===== src/rtl/disp_pkg.sv =====
// Shared opcodes, status codes, AEG index map and FSM encoding for the
// dispatch initiator.
package disp_pkg;

  localparam logic [1:0] OP_WR   = 2'd0;
  localparam logic [1:0] OP_RD   = 2'd1;
  localparam logic [1:0] OP_INST = 2'd2;
  localparam logic [1:0] OP_POLL = 2'd3;

  localparam logic [1:0] ST_OK  = 2'd0;
  localparam logic [1:0] ST_EXC = 2'd1;
  localparam logic [1:0] ST_TMO = 2'd2;

  localparam logic [17:0] AEG_CTLQUE    = 18'd0;
  localparam logic [17:0] AEG_EXCEPTION = 18'd1;
  localparam logic [17:0] AEG_PART      = 18'd2;
  localparam logic [17:0] AEG_CONFIG    = 18'd3;
  localparam logic [17:0] AEG_POLL      = 18'd4;

  // Shared sub-step counter width (write phase, stall mask, poll gap).
  localparam int AUX_W = 8;

  typedef enum logic [3:0] {
    S_IDLE       = 4'd0,
    S_WR         = 4'd1,
    S_RD         = 4'd2,
    S_RD_WAIT    = 4'd3,
    S_INST_WAIT  = 4'd4,
    S_INST       = 4'd5,
    S_STALL_WAIT = 4'd6,
    S_POLL_GAP   = 4'd7,
    S_POLL_RD    = 4'd8,
    S_POLL_WAIT  = 4'd9,
    S_RSP        = 4'd10
  } disp_state_e;

endpackage


===== src/rtl/disp_tmo_cnt.sv =====
// Saturating wait-cycle counter; done is high once the count reaches all-ones.
module disp_tmo_cnt #(
  parameter int W = 16
) (
  input  logic clk,
  input  logic reset,
  input  logic clr,
  input  logic inc,
  output logic done
);

  logic [W-1:0] cnt_q;

  always_ff @(posedge clk or posedge reset) begin
    if (reset) begin
      cnt_q <= '0;
    end else if (clr) begin
      cnt_q <= '0;
    end else if (inc && !done) begin
      cnt_q <= cnt_q + 1'b1;
    end
  end

  assign done = &cnt_q;

endmodule


===== src/rtl/disp_initiator.sv =====
// Host-side dispatch initiator: turns one command at a time into AEG
// write/read, CAEP issue or idle polling, and returns exactly one response.
module disp_initiator
  import disp_pkg::*;
#(
  parameter int          TMO_W    = 16,
  parameter logic [17:0] POLL_IDX = AEG_POLL,
  parameter int          POLL_GAP = 4
) (
  input  logic        clk,
  input  logic        reset,
  input  logic        cmd_vld,
  output logic        cmd_rdy,
  input  logic [1:0]  cmd_op,
  input  logic [17:0] cmd_idx,
  input  logic [63:0] cmd_data,
  input  logic [4:0]  cmd_inst,
  output logic        rsp_vld,
  input  logic        rsp_rdy,
  output logic [63:0] rsp_data,
  output logic [15:0] rsp_exc,
  output logic [1:0]  rsp_status,
  output logic        disp_inst_vld,
  output logic [4:0]  disp_inst,
  output logic [17:0] disp_aeg_idx,
  output logic        disp_aeg_rd,
  output logic        disp_aeg_wr,
  output logic [63:0] disp_aeg_wr_data,
  input  logic [17:0] disp_aeg_cnt,
  input  logic [15:0] disp_exception,
  input  logic [63:0] disp_rtn_data,
  input  logic        disp_rtn_data_vld,
  input  logic        disp_idle,
  input  logic        disp_stall,
  output logic [3:0]  dbg_state,
  output logic        dbg_oob
);

  disp_state_e      state_q, state_d;
  logic [AUX_W-1:0] aux_q, aux_d;
  logic             rdy_q;
  logic [17:0]      idx_q, idx_d;
  logic [63:0]      wdata_q, wdata_d;
  logic [4:0]       inst_q, inst_d;
  logic             wr_q, wr_d, rd_q, rd_d, ivld_q, ivld_d;
  logic [63:0]      rdata_q, rdata_d;
  logic [15:0]      exc_q, exc_d;
  logic             hit_q, hit_d, hit_now;
  logic [1:0]       status_q, status_d;
  logic             tmo_clr, tmo_inc, tmo_done;

  disp_tmo_cnt #(.W(TMO_W)) u_tmo (
    .clk   (clk),
    .reset (reset),
    .clr   (tmo_clr),
    .inc   (tmo_inc),
    .done  (tmo_done)
  );

  always_comb begin
    state_d  = state_q;
    aux_d    = aux_q;
    idx_d    = idx_q;
    wdata_d  = wdata_q;
    inst_d   = inst_q;
    wr_d     = 1'b0;
    rd_d     = 1'b0;
    ivld_d   = 1'b0;
    rdata_d  = rdata_q;
    exc_d    = exc_q;
    hit_d    = hit_q;
    status_d = status_q;
    tmo_clr  = 1'b0;
    tmo_inc  = 1'b0;
    hit_now  = hit_q | disp_exception[1];
    if (state_q != S_IDLE && state_q != S_RSP) exc_d = exc_q | disp_exception;
    unique case (state_q)
      S_IDLE: begin
        if (cmd_vld && rdy_q) begin
          tmo_clr  = 1'b1;
          aux_d    = '0;
          rdata_d  = '0;
          exc_d    = '0;
          hit_d    = 1'b0;
          status_d = ST_OK;
          idx_d    = cmd_idx;
          wdata_d  = cmd_data;
          inst_d   = cmd_inst;
          unique case (cmd_op)
            OP_WR:   begin state_d = S_WR; wr_d = 1'b1; end
            OP_RD:   begin state_d = S_RD; rd_d = 1'b1; end
            OP_INST: state_d = S_INST_WAIT;
            default: begin state_d = S_POLL_RD; rd_d = 1'b1; idx_d = POLL_IDX; end
          endcase
        end
      end
      S_WR: begin
        // Second cycle carries the responder's verdict on the write.
        if (aux_q == '0) begin
          aux_d = aux_q + 1'b1;
        end else begin
          status_d = (|disp_exception) ? ST_EXC : ST_OK;
          state_d  = S_RSP;
        end
      end
      S_RD, S_POLL_RD: begin
        hit_d = hit_now;
        if (state_q == S_POLL_RD) tmo_inc = 1'b1;
        if (state_q == S_POLL_RD && tmo_done) begin
          status_d = ST_TMO;
          state_d  = S_RSP;
        end else begin
          state_d = (state_q == S_RD) ? S_RD_WAIT : S_POLL_WAIT;
        end
      end
      S_RD_WAIT, S_POLL_WAIT: begin
        tmo_inc = 1'b1;
        hit_d   = hit_now;
        // Data arriving on the terminal-count cycle still wins over timeout.
        if (disp_rtn_data_vld) begin
          rdata_d = disp_rtn_data;
          if (state_q == S_RD_WAIT || disp_rtn_data[0]) begin
            status_d = hit_now ? ST_EXC : ST_OK;
            state_d  = S_RSP;
          end else if (tmo_done) begin
            status_d = ST_TMO;
            state_d  = S_RSP;
          end else if (POLL_GAP == 0) begin
            rd_d    = 1'b1;
            state_d = S_POLL_RD;
          end else begin
            aux_d   = '0;
            state_d = S_POLL_GAP;
          end
        end else if (tmo_done) begin
          status_d = ST_TMO;
          state_d  = S_RSP;
        end
      end
      S_POLL_GAP: begin
        tmo_inc = 1'b1;
        if (tmo_done) begin
          status_d = ST_TMO;
          state_d  = S_RSP;
        end else if (aux_q == AUX_W'(POLL_GAP - 1)) begin
          rd_d    = 1'b1;
          state_d = S_POLL_RD;
        end else begin
          aux_d = aux_q + 1'b1;
        end
      end
      S_INST_WAIT: begin
        tmo_inc = 1'b1;
        if (tmo_done) begin
          status_d = ST_TMO;
          state_d  = S_RSP;
        end else if (!disp_stall && disp_idle) begin
          ivld_d  = 1'b1;
          state_d = S_INST;
        end
      end
      S_INST: begin
        aux_d   = '0;
        state_d = S_STALL_WAIT;
      end
      S_STALL_WAIT: begin
        tmo_inc = 1'b1;
        if (aux_q == '0 && disp_exception[0]) hit_d = 1'b1;
        // The responder's own stall from this instruction is masked briefly.
        if (tmo_done) begin
          status_d = ST_TMO;
          state_d  = S_RSP;
        end else if (aux_q < AUX_W'(2)) begin
          aux_d = aux_q + 1'b1;
        end else if (!disp_stall) begin
          status_d = hit_q ? ST_EXC : ST_OK;
          state_d  = S_RSP;
        end
      end
      S_RSP: begin
        if (rsp_rdy) state_d = S_IDLE;
      end
      default: state_d = S_IDLE;
    endcase
  end

  always_ff @(posedge clk or posedge reset) begin
    if (reset) begin
      state_q  <= S_IDLE;
      aux_q    <= '0;
      rdy_q    <= 1'b0;
      idx_q    <= '0;
      wdata_q  <= '0;
      inst_q   <= '0;
      wr_q     <= 1'b0;
      rd_q     <= 1'b0;
      ivld_q   <= 1'b0;
      rdata_q  <= '0;
      exc_q    <= '0;
      hit_q    <= 1'b0;
      status_q <= ST_OK;
    end else begin
      state_q  <= state_d;
      aux_q    <= aux_d;
      rdy_q    <= (state_d == S_IDLE);
      idx_q    <= idx_d;
      wdata_q  <= wdata_d;
      inst_q   <= inst_d;
      wr_q     <= wr_d;
      rd_q     <= rd_d;
      ivld_q   <= ivld_d;
      rdata_q  <= rdata_d;
      exc_q    <= exc_d;
      hit_q    <= hit_d;
      status_q <= status_d;
    end
  end

  // Handshakes: a command transfers on cmd_vld && cmd_rdy; a response is
  // held stable from rsp_vld rising until the cycle rsp_vld && rsp_rdy.
  assign cmd_rdy          = rdy_q;
  assign rsp_vld          = (state_q == S_RSP);
  assign rsp_data         = rdata_q;
  assign rsp_exc          = exc_q;
  assign rsp_status       = status_q;
  assign disp_inst_vld    = ivld_q;
  assign disp_inst        = inst_q;
  assign disp_aeg_idx     = idx_q;
  assign disp_aeg_rd      = rd_q;
  assign disp_aeg_wr      = wr_q;
  assign disp_aeg_wr_data = wdata_q;
  assign dbg_state        = state_q;
  assign dbg_oob          = (state_q != S_IDLE) && (idx_q >= disp_aeg_cnt);

endmodule


===== config.mk =====
export PLATFORM = sky130hd
export DESIGN_NAME = disp_initiator
export DESIGN_NICKNAME = d
export VERILOG_FILES = /design/src/rtl/disp_pkg.sv /design/src/rtl/disp_tmo_cnt.sv /design/src/rtl/disp_initiator.sv
export SDC_FILE = /design/constraint.sdc
export NUM_CORES = 1
export LEC_CHECK = 0
export BUFFER_PORTS_ARGS = -buffer_cell sky130_fd_sc_hd__buf_4
export CAP_MARGIN = 20
export CORE_MARGIN = 4
export CORE_UTILIZATION = 49
export CTS_CLUSTER_DIAMETER = 200
export CTS_CLUSTER_SIZE = 20
export DETAILED_ROUTE_END_ITERATION = 6
export GPL_ROUTABILITY_DRIVEN = 0
export HOLD_SLACK_MARGIN = 0.08
export MAX_ROUTING_LAYER = met4
export PLACE_DENSITY_LB_ADDON = 0.2
export SLEW_MARGIN = 15
export SYNTH_ARGS = -nofsm -noshare
export SYNTH_HDL_FRONTEND = slang
export SYNTH_SLANG_ARGS = --single-unit

===== constraint.sdc =====
create_clock -name clk -period 8.2 [get_ports clk]
set_input_delay 1.23 -clock clk [delete_from_list [all_inputs] [get_ports clk]]
set_output_delay 1.23 -clock clk [all_outputs]
set_load 0.01 [all_outputs]

Yosys cells after proc, flatten, opt, wreduce, memory -nomap -nowiden
Cells that the tools add are included.
Widths: inputs -> output; s select.
- output and inout bits: 179
- register bits: 202
- logic and storage cells: 150
- bits of input ports: 194
- magnitude comparators: 2
- reduce and logical (&&, ||, !) cells: 34
- bitwise gates (word level): 2
- $add $sub $neg: 2
- muxes and demuxes: 68
- equal/unequal tests: 28
- operator list (operator ; count):
    $mux 64 ; 2
    $pmux 64 s2 ; 1
    $mux 16 ; 5
    $mux 8 ; 9
    $mux 4 ; 16
    $pmux 8 s6 ; 1
    $pmux 4 s9 ; 1
    $ne 2x2->1 const B ; 12
    $ge 18x18->1 ; 1
    $mux 1 ; 18
    $mux 18 ; 1
    $mux 2 ; 9
    $add 16x1->16 const B ; 1
    $eq 4x3->1 const B ; 4
    $or 16x16->16 ; 1
    $reduce_and 16->1 ; 1
    $reduce_or 16->1 ; 1
    $eq 4x4->1 const B ; 3
    $pmux 2 s6 ; 1
    $pmux 4 s3 ; 1
    $reduce_bool 6->1 ; 2
    $reduce_and 10->1 ; 1
    $add 8x1->8 const B ; 1
    $eq 4x2->1 const B ; 2
    26 further kinds ; 41

Logic depth before layout (Yosys ltp)
- depth in word-level cells: 6
- gate-level depth with buffers: 10

Hierarchy
Synthesis repeated with hierarchy kept, for this count alone.
- cell total of the unflattened synthesis: 1057
- area total of the unflattened synthesis: 9360.2 um^2
- modules (own cells, without submodules) (module ; area an instance (um^2) ; cells each ; instances ; sequential area each (um^2)):
    disp_initiator ; 8380.5 ; 956 ; 1 ; 4654.5
    disp_tmo_cnt ; 979.7 ; 101 ; 1 ; 400.4

Worst setup path before layout
Ideal clock, no wire load.
- path kind: input port to output port
- start: in disp_aeg_cnt[15]
- end: out dbg_oob
- stages: 8
- required time: 6.970 ns
- buffers on the path: 0
- arrival time: 2.621 ns
- setup slack: 4.349 ns
- cell sequence: inv_1 > ha_1 > nand4_1 > a311oi_1 > a2111oi_0 > o311ai_0 > o2111ai_1 > a21oi_1
- longest elaborated chain between the ends: 2
- ends and longest elaborated chain (what ; line ; text):
    start: declaration ; disp_initiator.sv:29 ; input logic [17:0] disp_aeg_cnt,
    $ge 18x18->1 ; disp_initiator.sv:233 ; assign dbg_oob = (state_q != S_IDLE) && (idx_q >= disp_aeg_cnt);
    $logic_and 1x1->1 ; disp_initiator.sv:233 ;
    end: declaration ; disp_initiator.sv:36 ; output logic dbg_oob
No other way between the ends.

Final worst setup path
Same ends and word-level chain as after synthesis.

==> impl_metrics.py <==
metrics = {
    "outcome": {
        "status": "finished, final reports clean",
    },
    "timing": {
        "finalHoldViolCount": 0,
        "setup_viol": 0,
        "fin_crit_ns": 4.16,
        "fmax_mhz": 240,
        "fin_skew_ns": 0.0194,
        "worst_pin_slew_ns": 1.05,
        "tns_ns": 0,
        "finalCritPeriodShare": 0.507,
        "rsz0062_at_grt": "false",
        "max-slew-margin-rel": 0.300,
        "timing.hold.ws_ns": 0.478,
        "finalMaxSlewViolations": 0,
    },
    "grt": {
        "antenna_found_initial": 1,
        "grt_pass1_wl_um": 45500,
        "grt_max_degree": 146,
        "first_global_vias": 8370,
        "grt_overflow": 0,
        "grt.total_usage": 0.273,
    },
    "clock_tree": {
        "clk-insertion-delay-late_ns": 0.46,
        "cts_root_buf": "clkbuf_16",
        "cts_hold_buffers": 0,
        "post-cts-setup-buffer-count": 0,
        "cts_tree": "yes",
        "htreeDepth": 1,
        "clk_pin_slew_worst_paths_ns": 0.08,
        "clock_sinks": 202,
        "cts_made_buffers": 14,
        "cts_resized": 0,
        "clk_path_buf_depth": 3,
    },
    "synthesis": {
        "synth.area.top_cells": "dfrtp_1 (54%), nand2_1 (16%), o21ai_0 (4.4%)",
        "yosysTopAreaCell": "dfrtp_1",
        "synth_most_common_cell": "nand2_1",
        "synth_area_um2": 9290,
        "synth_common_cells": "nand2_1 (398), dfrtp_1 (202), o21ai_0 (81)",
        "syn_nets": 1271,
        "async_reset_ff_frac": 1.00,
        "synth_cell_types": 62,
        "synth_top_area_share": 0.544,
        "synth_ff_type": "dfrtp_1",
        "synth.avg_cell_area_um2": 8.79,
        "synth-warning-count": 0,
        "synth_edf_count": 0,
        "ys_seq_area_frac": 0.544,
        "synthCells": 1056,
        "synth-seq-cells": 202,
    },
    "layout": {
        "final_nets": 1609,
        "drive_gt1_frac": 0.297,
        "finalInstanceArea_um2": 12700,
        "fillers": 1509,
        "areaGrowthSynthToFinish_pct": 36.3,
    },
    "floorplan": {
        "die_y_um": 146,
        "start_util": 0.498,
        "die_w_um": 146,
        "dieArea_um2": 21200,
        "num_rows": 50,
        "io_pins": 373,
        "coreArea_um2": 18600,
    },
    "setup_path": {
        "setup.worst_path.end": "dbg_oob",
        "path_max_fanout": 3,
        "r2r-end": "rsp_data[38]",
        "arrival_ns": 2.93,
        "required_ns": 6.97,
        "regToRegStartpoint": "dbg_state[3]",
        "r2r_slack_ns": 4.76,
        "critical_path_class": "input port to primary output",
        "crit_top_cell": "buf_4",
        "cp-startpoint": "disp_aeg_cnt[15]",
        "cpPeakStageDelay_ns": 0.33,
        "r2r_cells": 7,
        "cp-end-kind": "primary output",
        "cp_cell_sequence": "buf_4 -> inv_1 -> ha_1 -> nand4_1 -> a311oi_1 -> a2111oi_0 -> o311ai_0 -> o2111ai_1 -> a21oi_1 -> buf_4",
        "startpoint_type": "input port",
        "worst_path_max_delay_cell": "o311ai_0",
    },
    "routing": {
        "drc": 0,
        "antenna_left": 0,
        "drt_wl_total_um": 28700,
        "num_vias": 8562,
        "wl_per_cell_um": 17.6,
        "first_pass_iters": 5,
        "vias_per_cell": 5.26,
        "first_iter_violations": 430,
    },
    "worst_hold_path": {
        "hold_class": "flop to flop",
    },
    "pwr": {
        "leakagePower_nw": 6.52,
        "p_per_area_nw_per_um2": 358,
        "vdd_ir_drop_max_mv": 0.264,
        "power.total_mw": 4.54,
    },
    "placed_design": {
        "port_buffers": 372,
        "hpwlAfterDp_um": 21200,
        "place_area_um2": 12200,
    },
    "job": {
        "drv_cap": 0,
    },
}
==> per-layer routing <==
metal	part of all wire	global-route usage
met5	0	-
met4	0.032	0.0821
met3	0.074	0.0582
met2	0.49	0.443
met1	0.41	0.347
==> layout make-up <==
type | instances | area (um2) | area share
flip-flops and latches | 202 | 5050 | 0.399
multi-input cells | 769 | 3930 | 0.310
repair buffers | 381 | 2880 | 0.228
clock buffers | 15 | 375 | 0.0297
well taps | 234 | 293 | 0.0231
inverters | 26 | 105 | 0.00830
clock inverters | 1 | 20.0 | 0.00158
diodes | 1 | 2.50 | 0.000198
==> state kept, by name, indices dropped and copies added, names as in the netlist, 4 cells and up <==
| name | count |
|---|---|
| aux_q | 8 |
| dbg_state | 4 |
| disp_aeg_idx | 18 |
| disp_aeg_wr_data | 64 |
| disp_inst | 5 |
| rsp_data | 64 |
| rsp_exc | 16 |
| u_tmo.cnt_q | 16 |
==> power breakdown <==
group	total [mW]	switching [mW]	internal (mW)
clock	0.668	0.335	0.332
sequential	1.78	0.350	1.43
combinational	2.09	1.14	0.947
==> critical path, delay by kind of cell <==
| kind | cells | cell delay [ns] |
|---|---|---|
| buf+inv | 3 | 0.25 |
| fa+ha+maj | 1 | 0.29 |
| compound gates | 5 | 1.04 |
| simple gates | 1 | 0.11 |
==> through the flow <==
stage | instances | setup WS, ns | utilization
global placement | 1610 | 4.09 | 0.656
CTS | 1626 | 4.06 | 0.677
finish | 1629 | 4.04 | 0.679
detailed placement | 1610 | 4.06 | 0.656
floorplan | 1056 | 1.46 | -
global route | 1629 | 3.75 | 0.679
==> cells in the final DEF (no fill, tap or decap), types with 6 or more instances in the layout <==
cell         n
nand3_1     26
o21ai_0     81
xnor2_1      7
nor2_1      51
and3_1       8
a21oi_1     32
nor2b_1     11
and2_1       6
nor4_1       6
nand2_1    398
nor3_1       6
ha_1        21
xor2_1       7
buf_4      380
dfrtp_1    202
inv_1       25
a41oi_1      8
nand2b_1    11
nand4_1      9
clkbuf_16   15
==> worst min path at each step <==
| stage | start | slack [ns] | cells past startpoint | end |
|---|---|---|---|---|
| 2_1_floorplan | aux_q[6] | 0.50 | 1 | aux_q[6] |
| 3_3_place_gp | disp_aeg_wr_data[7] | 0.46 | 2 | disp_aeg_wr_data[7] |
| 3_5_place_dp | disp_aeg_wr_data[37] | 0.46 | 2 | disp_aeg_wr_data[37] |
| 4_1_cts | disp_aeg_wr_data[31] | 0.48 | 2 | disp_aeg_wr_data[31] |
| 5_1_grt | disp_aeg_wr_data[31] | 0.50 | 2 | disp_aeg_wr_data[31] |
| 6_report | disp_aeg_wr_data[31] | 0.48 | 2 | disp_aeg_wr_data[31] |
==> logic make-up (layout without fill, tap and decap cells) <==
kind of cell	after synthesis	count (layout)	share of synthesized area
buf+inv	85	423	0.0368
compound gates	176	176	0.116
simple gates	554	554	0.257
other cells	0	1	0
mux	4	4	0.00431
flops	202	202	0.544
fa+ha+maj	21	21	0.0283
xor+xnor	14	14	0.0132
Note: power is estimated with default switching activity, not from simulation.
